## src/rtl/cpu_types_pkg.sv

```systemverilog
// Shared CPU datapath types: machine word and the memory arbiter state encoding.
package cpu_types_pkg;

    typedef logic [31:0] word_t;

    typedef enum logic [1:0] {
        IDLE,
        D_ACC,
        I_ACC
    } arb_state_t;

endpackage

```

## src/rtl/arb_watchdog.sv

```systemverilog
// Counts stalled RAM cycles of the current access and flags the cycle in which
// the access has to be abandoned.
module arb_watchdog #(
    parameter int TIMEOUT = 64
) (
    input  logic CLK,
    input  logic RST,
    input  logic active,
    input  logic ram_ready,
    output logic expire
);

    localparam int TW = (TIMEOUT > 1) ? $clog2(TIMEOUT) : 1;

    logic [TW-1:0] tcnt;

    // Held at zero while the arbiter is idle, so every access starts from a fresh count.
    always_ff @(posedge CLK) begin
        if (RST || !active) begin
            tcnt <= '0;
        end else if (!ram_ready) begin
            tcnt <= tcnt + 1'b1;
        end
    end

    assign expire = active && !ram_ready && (tcnt == TW'(TIMEOUT - 1));

endmodule

```

## src/rtl/mem_arbiter.sv

```systemverilog
// Single-port RAM arbiter between instruction fetch and data ports, with data
// priority, a fetch starvation guard and a watchdog on stuck RAM accesses.
module mem_arbiter
    import cpu_types_pkg::*;
#(
    parameter int MAX_DSTREAK = 4,
    parameter int TIMEOUT     = 64
) (
    input  logic  CLK,
    input  logic  RST,
    input  logic  iREN,
    input  word_t iaddr,
    input  logic  dREN,
    input  logic  dWEN,
    input  word_t daddr,
    input  word_t dstore,
    output logic  iwait,
    output word_t iload,
    output logic  dwait,
    output word_t dload,
    output logic  ramREN,
    output logic  ramWEN,
    output word_t ramaddr,
    output word_t ramstore,
    input  word_t ramload,
    input  logic  ram_ready,
    output logic  err
);

    localparam int SW = $clog2(MAX_DSTREAK + 1);

    arb_state_t    state;
    logic [SW-1:0] dstreak;
    word_t         addr_q;
    word_t         store_q;
    logic          wr_q;
    logic          expire;
    logic          done;
    logic          d_req;
    logic          force_i;

    arb_watchdog #(
        .TIMEOUT(TIMEOUT)
    ) u_watchdog (
        .CLK      (CLK),
        .RST      (RST),
        .active   (state != IDLE),
        .ram_ready(ram_ready),
        .expire   (expire)
    );

    assign d_req   = dREN | dWEN;
    assign force_i = iREN && (dstreak == SW'(MAX_DSTREAK));
    // Reset suppresses completion so an abandoned access never emits a response pulse.
    assign done    = !RST && (ram_ready || expire);

    always_ff @(posedge CLK) begin
        if (RST) begin
            state   <= IDLE;
            dstreak <= '0;
            addr_q  <= '0;
            store_q <= '0;
            wr_q    <= 1'b0;
            err     <= 1'b0;
        end else begin
            case (state)
                IDLE: begin
                    if (d_req && !force_i) begin
                        state   <= D_ACC;
                        addr_q  <= daddr;
                        store_q <= dstore;
                        wr_q    <= dWEN;
                        if (!iREN) begin
                            dstreak <= '0;
                        end else if (dstreak != SW'(MAX_DSTREAK)) begin
                            dstreak <= dstreak + 1'b1;
                        end
                    end else if (iREN) begin
                        state   <= I_ACC;
                        addr_q  <= iaddr;
                        wr_q    <= 1'b0;
                        dstreak <= '0;
                    end
                end
                D_ACC, I_ACC: begin
                    if (done) begin
                        state <= IDLE;
                    end
                    if (expire) begin
                        err <= 1'b1;
                    end
                end
                default: state <= IDLE;
            endcase
        end
    end

    // A timed-out access completes with zero data on the owning port.
    always_comb begin
        iwait    = 1'b1;
        dwait    = 1'b1;
        iload    = '0;
        dload    = '0;
        ramREN   = 1'b0;
        ramWEN   = 1'b0;
        ramaddr  = '0;
        ramstore = '0;
        case (state)
            D_ACC: begin
                ramaddr  = addr_q;
                ramWEN   = wr_q;
                ramREN   = !wr_q;
                ramstore = store_q;
                if (done) begin
                    dwait = 1'b0;
                    if (ram_ready && !wr_q) begin
                        dload = ramload;
                    end
                end
            end
            I_ACC: begin
                ramREN  = 1'b1;
                ramaddr = addr_q;
                if (done) begin
                    iwait = 1'b0;
                    if (ram_ready) begin
                        iload = ramload;
                    end
                end
            end
            default: ;
        endcase
    end

endmodule

```

## config.mk

```make
export PLATFORM = sky130hd
export DESIGN_NAME = mem_arbiter
export DESIGN_NICKNAME = d
export VERILOG_FILES = /design/src/rtl/cpu_types_pkg.sv /design/src/rtl/arb_watchdog.sv /design/src/rtl/mem_arbiter.sv
export SDC_FILE = /design/constraint.sdc
export NUM_CORES = 1
export LEC_CHECK = 0
export BUFFER_PORTS_ARGS = -buffer_cell sky130_fd_sc_hd__buf_4
export CAP_MARGIN = 20
export CORE_ASPECT_RATIO = 1.25
export CORE_UTILIZATION = 27
export DETAILED_ROUTE_END_ITERATION = 8
export GPL_TIMING_DRIVEN = 1
export SYNTH_ARGS = -nofsm -noshare
export SYNTH_HDL_FRONTEND = slang
export SYNTH_SLANG_ARGS = --single-unit
export TNS_END_PERCENT = 20
```

## constraint.sdc

```tcl
create_clock -name CLK -period 3.9 [get_ports CLK]
set_clock_uncertainty 0.1 [all_clocks]
set_input_delay 0.195 -clock CLK [delete_from_list [all_inputs] [get_ports CLK]]
set_output_delay 0.195 -clock CLK [all_outputs]
set_load 0.01 [all_outputs]
```

==> flow_summary.ini, run 1 <==
[pwr]
pwr-share-comb_pct = 25.7
power.share.clock_pct = 36.9
power_density_nw_per_um2 = 330
power.leakage_nw = 3.44
intPower_w = 0.00171
netSwitchingFraction_pct = 28.4
power_frac_seq_pct = 37.4
ir_drop_mv = 0.175
power_switching_w = 0.000681

[drt]
ant_nets = 0
route.vias.total = 4889
firstDrtPassIters = 4
drc = 0
maxUsedRoutingLayer = met4
met3_length_um = 1040
drt_iter0_drc = 188
wl_met2_um = 7820
met1Wirelength_um = 5700
wl_um = 14800
wl_per_cell_um = 14.7
routed_via_density = 4.86

[die]
start_util_pct = 27.8
core_region_area_um2 = 15100
dieArea_um2 = 16000
num_rows = 50
fp.dieH_um = 141
die_x_um = 113
ioPinCount = 267

[timing]
max_freq_mhz = 354
min_period_ns = 2.83
drv_slew = 0
tns_ns = 0
slew_headroom_pct = 27.7
final_hold_viol_count = 0
rsz0062_at_grt = false
setup_violations = 0
period_share_pct = 72.5
tightest_slew_ns = 1.08

[synthesis]
ys_warn_count = 0
synth_area_um2 = 4200
synth_common_cells = 98 x and2_1, 77 x dfxtp_1, 39 x a21oi_1, 35 x o21ai_0, 34 x nand3_1
yosysMostFrequentCell = and2_1
ys_types = 38
synth_nets = 635
synthArstFlopShare_pct = 0
synthTopCellsByArea = dfxtp_1 37%, and2_1 15%, a221o_1 7.6%, nor3b_1 5.9%, and3_1 4.8%
ys_seq_elements = 77
synth.largest_area_cell = dfxtp_1
synth_top_area_share_pct = 36.7
ys_seq_area_share_pct = 36.7
postSynthCellCount = 495
synth_flop_cell = dfxtp_1
syn_area_per_cell_um2 = 8.48
synth_edf_count = 0

[critical_path]
criticalPathCategory = reg -> reg
r2r_slack_ns = 1.07
r2r_end = addr_q[5]
worstReg2RegStart = state[0]
worstPathArrival_ns = 2.95
cp.required_ns = 4.02
crit_path_end = addr_q[5]
cp-end-kind = register
critical_path.max_fanout = 32
ff2ff_path_depth = 8
crit_path_start_kind = register
cp-startpoint = state[0]

[global_routing]
gr-total-overflow = 0
grt_max_degree = 59
antenna_found_initial = 0
grtUsageTotal_pct = 17.9
grt_pass1_wl_um = 23000
grt_pass1_vias = 4807

[cts]
postCtsSetupBuffers = 0
cts_resized = 0
hold_buffers = 64
cts.sinks = 77
clock_path_buffers = 2
cts_max_level = 3
numCtsBuffers = 9
insertion_delay_ns = 0.33
cts_root_buf = clkbuf_16
cts_tree = built
clk_pin_slew_ns = 0.07

[worst_hold_path]
hold_class = in -> reg

[layout]
fin_nets = 933
fillers = 1459
syn2layout_area_growth_pct = 72.7
regArea_um2 = 1540
diodes = 0
multi_input_area_um2 = 2390
drive_gt1_share_pct = 37.1
post-route-util_pct = 48.0

[run_status]
status = finished, final reports clean

[run]
cap_violations = 0

[place]
placement.io_buffers = 266
dpl.hpwl_um = 10200
gp_congestion = 0.728
[cells in the final DEF (no fill, tap or decap), types with 2 or more instances in the layout]
cell type and n:
dfxtp_1 77, nor2_1 6, ha_1 6, nor3b_1 33, o211ai_1 2, and3_1 32
or3_1 4, a21oi_1 39, nor3_4 2, and3b_1 2, xor2_1 3, nand4b_1 5
a2111o_1 2, clkinvlp_4 2, nor2b_1 4, clkbuf_16 9, nand2_1 7, inv_8 2
a221o_1 32, nand3_1 34, and2_1 98, o21ai_0 35, dlygate4sd3_1 64, inv_1 5
nand4_1 2, o21a_1 2, buf_4 273
[sequential cells by signal, indices dropped and copies added (netlist names)]
| register | count |
|---|---|
| u_watchdog.tcnt | 6 |
| dstreak | 3 |
| state | 2 |
| wr_q | 1 |
| err | 1 |
| addr_q | 32 |
| store_q | 32 |
[final cells by class]
cell class	count	area share, %
timing repair buffer	338	37.5
multi-input combinational	362	33.0
sequential	77	21.3
tap	208	3.59
clock buffer	9	3.11
clock inverter	7	1.28
inverter	5	0.259
[per-stage QoR]
step           setup WS (ns)  power (W)  std cells  cell area [um^2]  hold WS (ns)
2_1_floorplan           2.25    0.00119        495              4200         0.233
3_3_place_gp            1.65    0.00143        925              6260         0.318
3_5_place_dp            1.54    0.00145        926              6280         0.320
4_1_cts                 1.10    0.00243       1006              7240       0.00267
5_1_grt                0.902    0.00252       1006              7240       0.00903
6_report                1.07    0.00239       1006              7240        0.0160
[layer usage]
layer / global-route usage, % / vias to the layer above
met1: 19.2 / 2288
met2: 33.9 / 216
met4: 6.79 / 0
li1: - / 2363
met5: 0 / -
met3: 3.63 / 22
[worst max-delay path, stage by stage (launching register included)]
cell and delay (ns):
dfxtp_1 0.36, inv_1 0.09, ha_1 0.37, o21ai_2 0.28, buf_16 0.22, nor3_4 0.04, buf_4 0.27, a221o_1 0.39
dlygate4sd3_1 0.57
[power by group through the flow]
stage	combinational, W	sequential [W]	clock [W]
2_1_floorplan	0.000296	0.000899	0
3_3_place_gp	0.000520	0.000907	0
3_5_place_dp	0.000541	0.000911	0
4_1_cts	0.000618	0.000893	0.000918
5_1_grt	0.000669	0.000902	0.000953
6_report	0.000616	0.000894	0.000883
[cell families (layout without fill, tap and decap cells)]
family          after synthesis  in the layout  share of synthesized area [%]
buf+inv                      56            359                           6.50
flops                        77             77                           36.7
xor+xnor                      4              4                          0.835
fa+ha+maj                     6              6                           1.79
compound gates              117            117                           18.9
mux                           1              1                          0.239
simple gates                234            234                           35.0
[worst min-delay path by stage]
stage          startpoint           to  slack [ns]  depth (start not counted)
2_1_floorplan    iaddr[0]    addr_q[0]        0.23                          1
3_3_place_gp    iaddr[31]   addr_q[31]        0.32                          2
3_5_place_dp    iaddr[21]   addr_q[21]        0.32                          2
4_1_cts        dstore[28]  store_q[28]       0.003                          3
5_1_grt         dstore[8]   store_q[8]       0.009                          3
6_report        dstore[0]   store_q[0]        0.02                          3
Power figures use the tool's default switching activity.
==> inputs of run 2 (changes only) <==
clock period = 2.7 ns   (was 3.9 ns; I/O delays follow)
==> run 2 against run 1 <==
  * Register-to-register slack worse by 0.95 ns
  * Critical path depth is 1 lower
  * Sequential cell count stayed put
  * Sequential share of layout area is 0.97 points lower
  * Global-route usage is 0.23 points higher
  * Routed wire length is 2.2% higher
  * Critical endpoint is now addr_q[4]
  * Largest power group unchanged
  * Highest routed layer unchanged
==> flow_summary.ini, run 2 (synthesis gave the netlist of run 1 again) <==
[timing]
min_period_ns = 2.58
rsz0062_at_grt = false
final_hold_viol_count = 0
tightest_slew_ns = 0.558
max_freq_mhz = 388
setup_violations = 0
slew_headroom_pct = 62.7
tns_ns = 0
period_share_pct = 95.4
drv_slew = 0

[die]
core_region_area_um2 = 15100
num_rows = 50
dieArea_um2 = 16000
fp.dieH_um = 141
ioPinCount = 267
die_x_um = 113
start_util_pct = 27.8

[place]
placed_cells = 930
gp_congestion = 0.763
dpl.hpwl_um = 10100
placement.io_buffers = 266
place_area_um2 = 6310

[layout]
drive_gt1_share_pct = 36.0
fillers = 1399
final_cells = 1042
final_area_um2 = 7590
top_regs = addr_q (32), store_q (32), u_watchdog.tcnt (6)
syn2layout_area_growth_pct = 80.9
post-route-util_pct = 50.3
fin_nets = 969
final_common_cell = buf_4
diodes = 0
final_cell_mix = 277 x buf_4, 98 x and2_1, 96 x dlygate4sd3_1

[pwr]
power.leakage_nw = 3.59
power_frac_seq_pct = 37.0
power.share.clock_pct = 36.1
pwr-share-comb_pct = 26.9
netSwitchingFraction_pct = 28.1
power.total_w = 0.00349
power_switching_w = 0.000983
power_density_nw_per_um2 = 460
intPower_w = 0.00251
ir_drop_mv = 0.366

[cts]
numCtsBuffers = 9
clk_pin_slew_ns = 0.06
insertion_delay_ns = 0.33
cts.sinks = 77
cts_root_buf = clkbuf_16
cts_max_level = 3
clock_path_buffers = 2
cts_resized = 0
cts_tree = built

[critical_path]
critical_path.max_fanout = 34
ff2ff_path_depth = 7
cp-end-kind = register
cp.required_ns = 2.87
criticalPathCategory = reg -> reg
r2r_slack_ns = 0.12
worstReg2RegStart = dstreak[0]
r2r_end = addr_q[4]
crit_path_start_kind = register
worstPathArrival_ns = 2.74

[global_routing]
grt_pass1_wl_um = 23200
grt_max_degree = 50
gr-total-overflow = 0
grt_pass1_vias = 4826
grtUsageTotal_pct = 18.1
antenna_found_initial = 0

[run_status]
status = finished, final reports clean

[worst_hold_path]
worst_hold_path.endpoint = dstreak[2]
hold_path_startpoint = iREN
hold_class = in -> reg
min_path_cells = 3

[drt]
wl_per_cell_um = 14.5
wl_um = 15100
route.vias.total = 4972
routed_via_density = 4.77
drc = 0
ant_nets = 0
drt_iter0_drc = 165
firstDrtPassIters = 5

[run]
cap_violations = 0
run 2: cell count changes in the layout (fill, tap and decap cells not counted), sizes merged:
cell | before | now
clkinv | 1 | 0
inv | 8 | 9
dlygate4sd3 | 64 | 96
buf | 274 | 278
run 2: worst max-delay path by stage:
stage | start | endpoint | slack [ns]
floorplan | dstreak[0] | addr_q[10] | 1.08
global placement | dstreak[0] | addr_q[1] | 0.29
detailed placement | dstreak[0] | addr_q[9] | 0.64
CTS | dstreak[0] | addr_q[4] | 0.11
global route | dstreak[0] | addr_q[18] | 0.005
finish | dstreak[0] | addr_q[4] | 0.12
run 2: worst max-delay path, cell delays in order (launching register included):
cell           delay (ns)
dfxtp_1              0.35
inv_1                0.07
ha_1                 0.25
and3_4               0.31
nor3_4               0.47
buf_16               0.23
a221o_1              0.17
dlygate4sd3_1        0.55
run 2: power groups by stage:
stage	Clock (W)	Sequential, W	Combinational (W)
after floorplan	0	0.00130	0.000427
after global placement	0	0.00131	0.000761
after detailed placement	0	0.00131	0.000784
after CTS	0.00130	0.00129	0.000933
after global routing	0.00135	0.00131	0.00102
final	0.00126	0.00129	0.000937
run 2: final cells by class:
type | instances | area (um^2) | area share [%]
Timing Repair Buffer | 374 | 3070 | 40.4
Clock inverter | 7 | 87.6 | 1.15
Sequential cell | 77 | 1540 | 20.3
Multi-Input combinational cell | 362 | 2390 | 31.5
Inverter | 5 | 18.8 | 0.247
Tap cell | 208 | 260 | 3.43
Clock buffer | 9 | 225 | 2.97
run 2: per-layer routing:
| layer | vias to the layer above | part of all wire (%) | GRT usage (%) |
|---|---|---|---|
| met5 | - | 0 | 0 |
| met4 | 0 | 1.1 | 4.99 |
| met3 | 14 | 6.2 | 4.27 |
| met2 | 205 | 54 | 35.2 |
| met1 | 2317 | 39 | 19.0 |
| li1 | 2436 | - | - |
run 2: what timing repair did:
action	CTS	global route
endpoints found under the hold margin	64	0
hold buffers	96	0
endpoints found under the setup margin	0	21
buffers inserted	0	0
run 2: per-stage QoR:
stage / hold slack [ns] / setup slack (ns)
detailed placement: 0.261 / 0.645
global route: 0.0458 / 0.00460
finish: 0.0310 / 0.123
CTS: 0.0196 / 0.108
floorplan: 0.173 / 1.08
global placement: 0.258 / 0.286
==> inputs of run 3 (changes only) <==
RECOVER_POWER = 100   (was unset)
clock period = 2.25 ns   (was 2.7 ns; I/O delays follow)
==> run 3 against run 2 <==
  * Utilization down 1.3 points
  * Sequential share of layout area up 0.54 points
  * First-iteration DRC count up 12%
  * Critical endpoint is now dload[22]
  * Highest routed layer unchanged
  * Register-to-register slack better by 0.02 ns
  * Count of clock-buffer cells in the layout unchanged
==> flow_summary.ini, run 3 (synthesis gave the netlist of run 1 again) <==
[run_status]
status = finished, final reports clean

[layout]
final_common_cell = buf_4
final_cells = 1047
fin_nets = 974
fillers = 1458
final_cell_mix = 208 x buf_4, 99 x dlygate4sd3_1, 77 x dfxtp_1
top_regs = addr_q (32), store_q (32), u_watchdog.tcnt (6)
final_area_um2 = 7390
syn2layout_area_growth_pct = 76.2
drive_gt1_share_pct = 28.6
diodes = 0

[pwr]
power_density_nw_per_um2 = 556
power.leakage_nw = 3.25
ir_drop_mv = 0.278

[critical_path]
worstPathArrival_ns = 1.91
crit_path_start_kind = register
cp-end-kind = output pin
slowest_stage = dfxtp_1
criticalPathCategory = reg -> out
critical_path.max_fanout = 32
cp.required_ns = 2.04
ff2ff_path_depth = 6
max_stage_delay_ns = 0.33
cp_cell_sequence = inv_1, ha_1, nor2b_1, and3b_1, buf_6, and2_1, clkbuf_1

[timing]
max_freq_mhz = 471
drv_slew = 0
slew_headroom_pct = 53.5
period_share_pct = 94.3
min_period_ns = 2.12
rsz0062_at_grt = false
setup_violations = 0
tightest_slew_ns = 0.698
fin_hold_ws_ns = 0.104
final_hold_viol_count = 0
setup_ws_ns = 0.128

[cts]
insertion_delay_ns = 0.33
clock_path_buffers = 2
numCtsBuffers = 9
cts_max_level = 3
clk_pin_slew_ns = 0.06
cts_root_buf = clkbuf_16
cts_tree = built
cts.sinks = 77

[die]
num_rows = 50
die_x_um = 113
start_util_pct = 27.8
ioPinCount = 267
core_region_area_um2 = 15100
dieArea_um2 = 16000
fp.dieH_um = 141

[place]
dpl.hpwl_um = 10300
place_area_um2 = 6350
placement.io_buffers = 266
post-place-ws_ns = 0.306
placed_cells = 932
gp_congestion = 0.785

[drt]
firstDrtPassIters = 4
wl_per_cell_um = 15.1
route.vias.total = 5089
wl_um = 15800
drt_iter0_drc = 184
ant_nets = 0
drc = 0
routed_via_density = 4.86

[run]
cap_violations = 0

[global_routing]
gr-total-overflow = 0
grt_max_degree = 45
antenna_found_initial = 0
grtUsageTotal_pct = 19.1
grt_pass1_vias = 5111
grt_pass1_wl_um = 24700

[worst_hold_path]
min_path_cells = 3
hold_class = in -> reg
run 3: cell count changes in the layout (fill, tap and decap cells not counted), moves of 3 or more:
| cell | previous run | this run |
|---|---|---|
| and2_1 | 98 | 51 |
| buf_4 | 277 | 208 |
| and2_0 | 0 | 47 |
| dlygate4sd3_1 | 96 | 99 |
| clkbuf_1 | 0 | 61 |
| clkbuf_2 | 0 | 6 |
run 3: layout make-up:
class | instances | area (um^2) | area share, %
tap | 208 | 260 | 3.52
inverter | 5 | 18.8 | 0.254
multi-input combinational | 362 | 2380 | 32.2
sequential | 77 | 1540 | 20.8
timing repair buffer | 379 | 2890 | 39.0
clock buffer | 9 | 225 | 3.05
clock inverter | 7 | 80.1 | 1.08
run 3: timing repair:
action / CTS / global route
endpoints found under the hold margin: 67 / 0
buffers inserted: 0 / 0
hold buffers: 99 / 0
gates resized for setup: 0 / 1
endpoints found under the setup margin: 0 / 31
run 3: critical path: cells and delay by family (launching register included):
| kind | cells | cell delay (ns) |
|---|---|---|
| and+or+nand+nor | 3 | 0.59 |
| buffers and inverters | 3 | 0.45 |
| DFF | 1 | 0.33 |
| adders and majority gates | 1 | 0.20 |
run 3: report_power, final:
group          total [W]  internal (W)  switching, W
clock network    0.00149      0.000877      0.000613
logic            0.00107      0.000565      0.000502
registers        0.00155       0.00149     0.0000557
run 3: through the flow:
step                util (%)  setup TNS (ns)  total power [W]
finish                  49.0               0          0.00411
global route            49.0               0          0.00431
CTS                     50.7               0          0.00419
detailed placement      42.1               0          0.00254
global placement        42.0           -1.27          0.00250
floorplan                  -               0          0.00207
run 3: path summary, 6_finish.rpt:
check,startpoint,slack (ns),endpoint
max,state[1],0.13,dload[22]
min,dREN,0.10,dstreak[2]
min reg2reg,err,0.35,err
max reg2reg,dstreak[0],0.14,state[0]
run 3: routing by layer:
| layer | up-vias | track usage (%) | wire length (um) |
|---|---|---|---|
| met1 | 2363 | 19.7 | 6140 |
| met5 | - | 0 | 0 |
| li1 | 2449 | - | - |
| met4 | 0 | 8.59 | 495 |
| met3 | 40 | 4.49 | 1080 |
| met2 | 237 | 36.0 | 8120 |
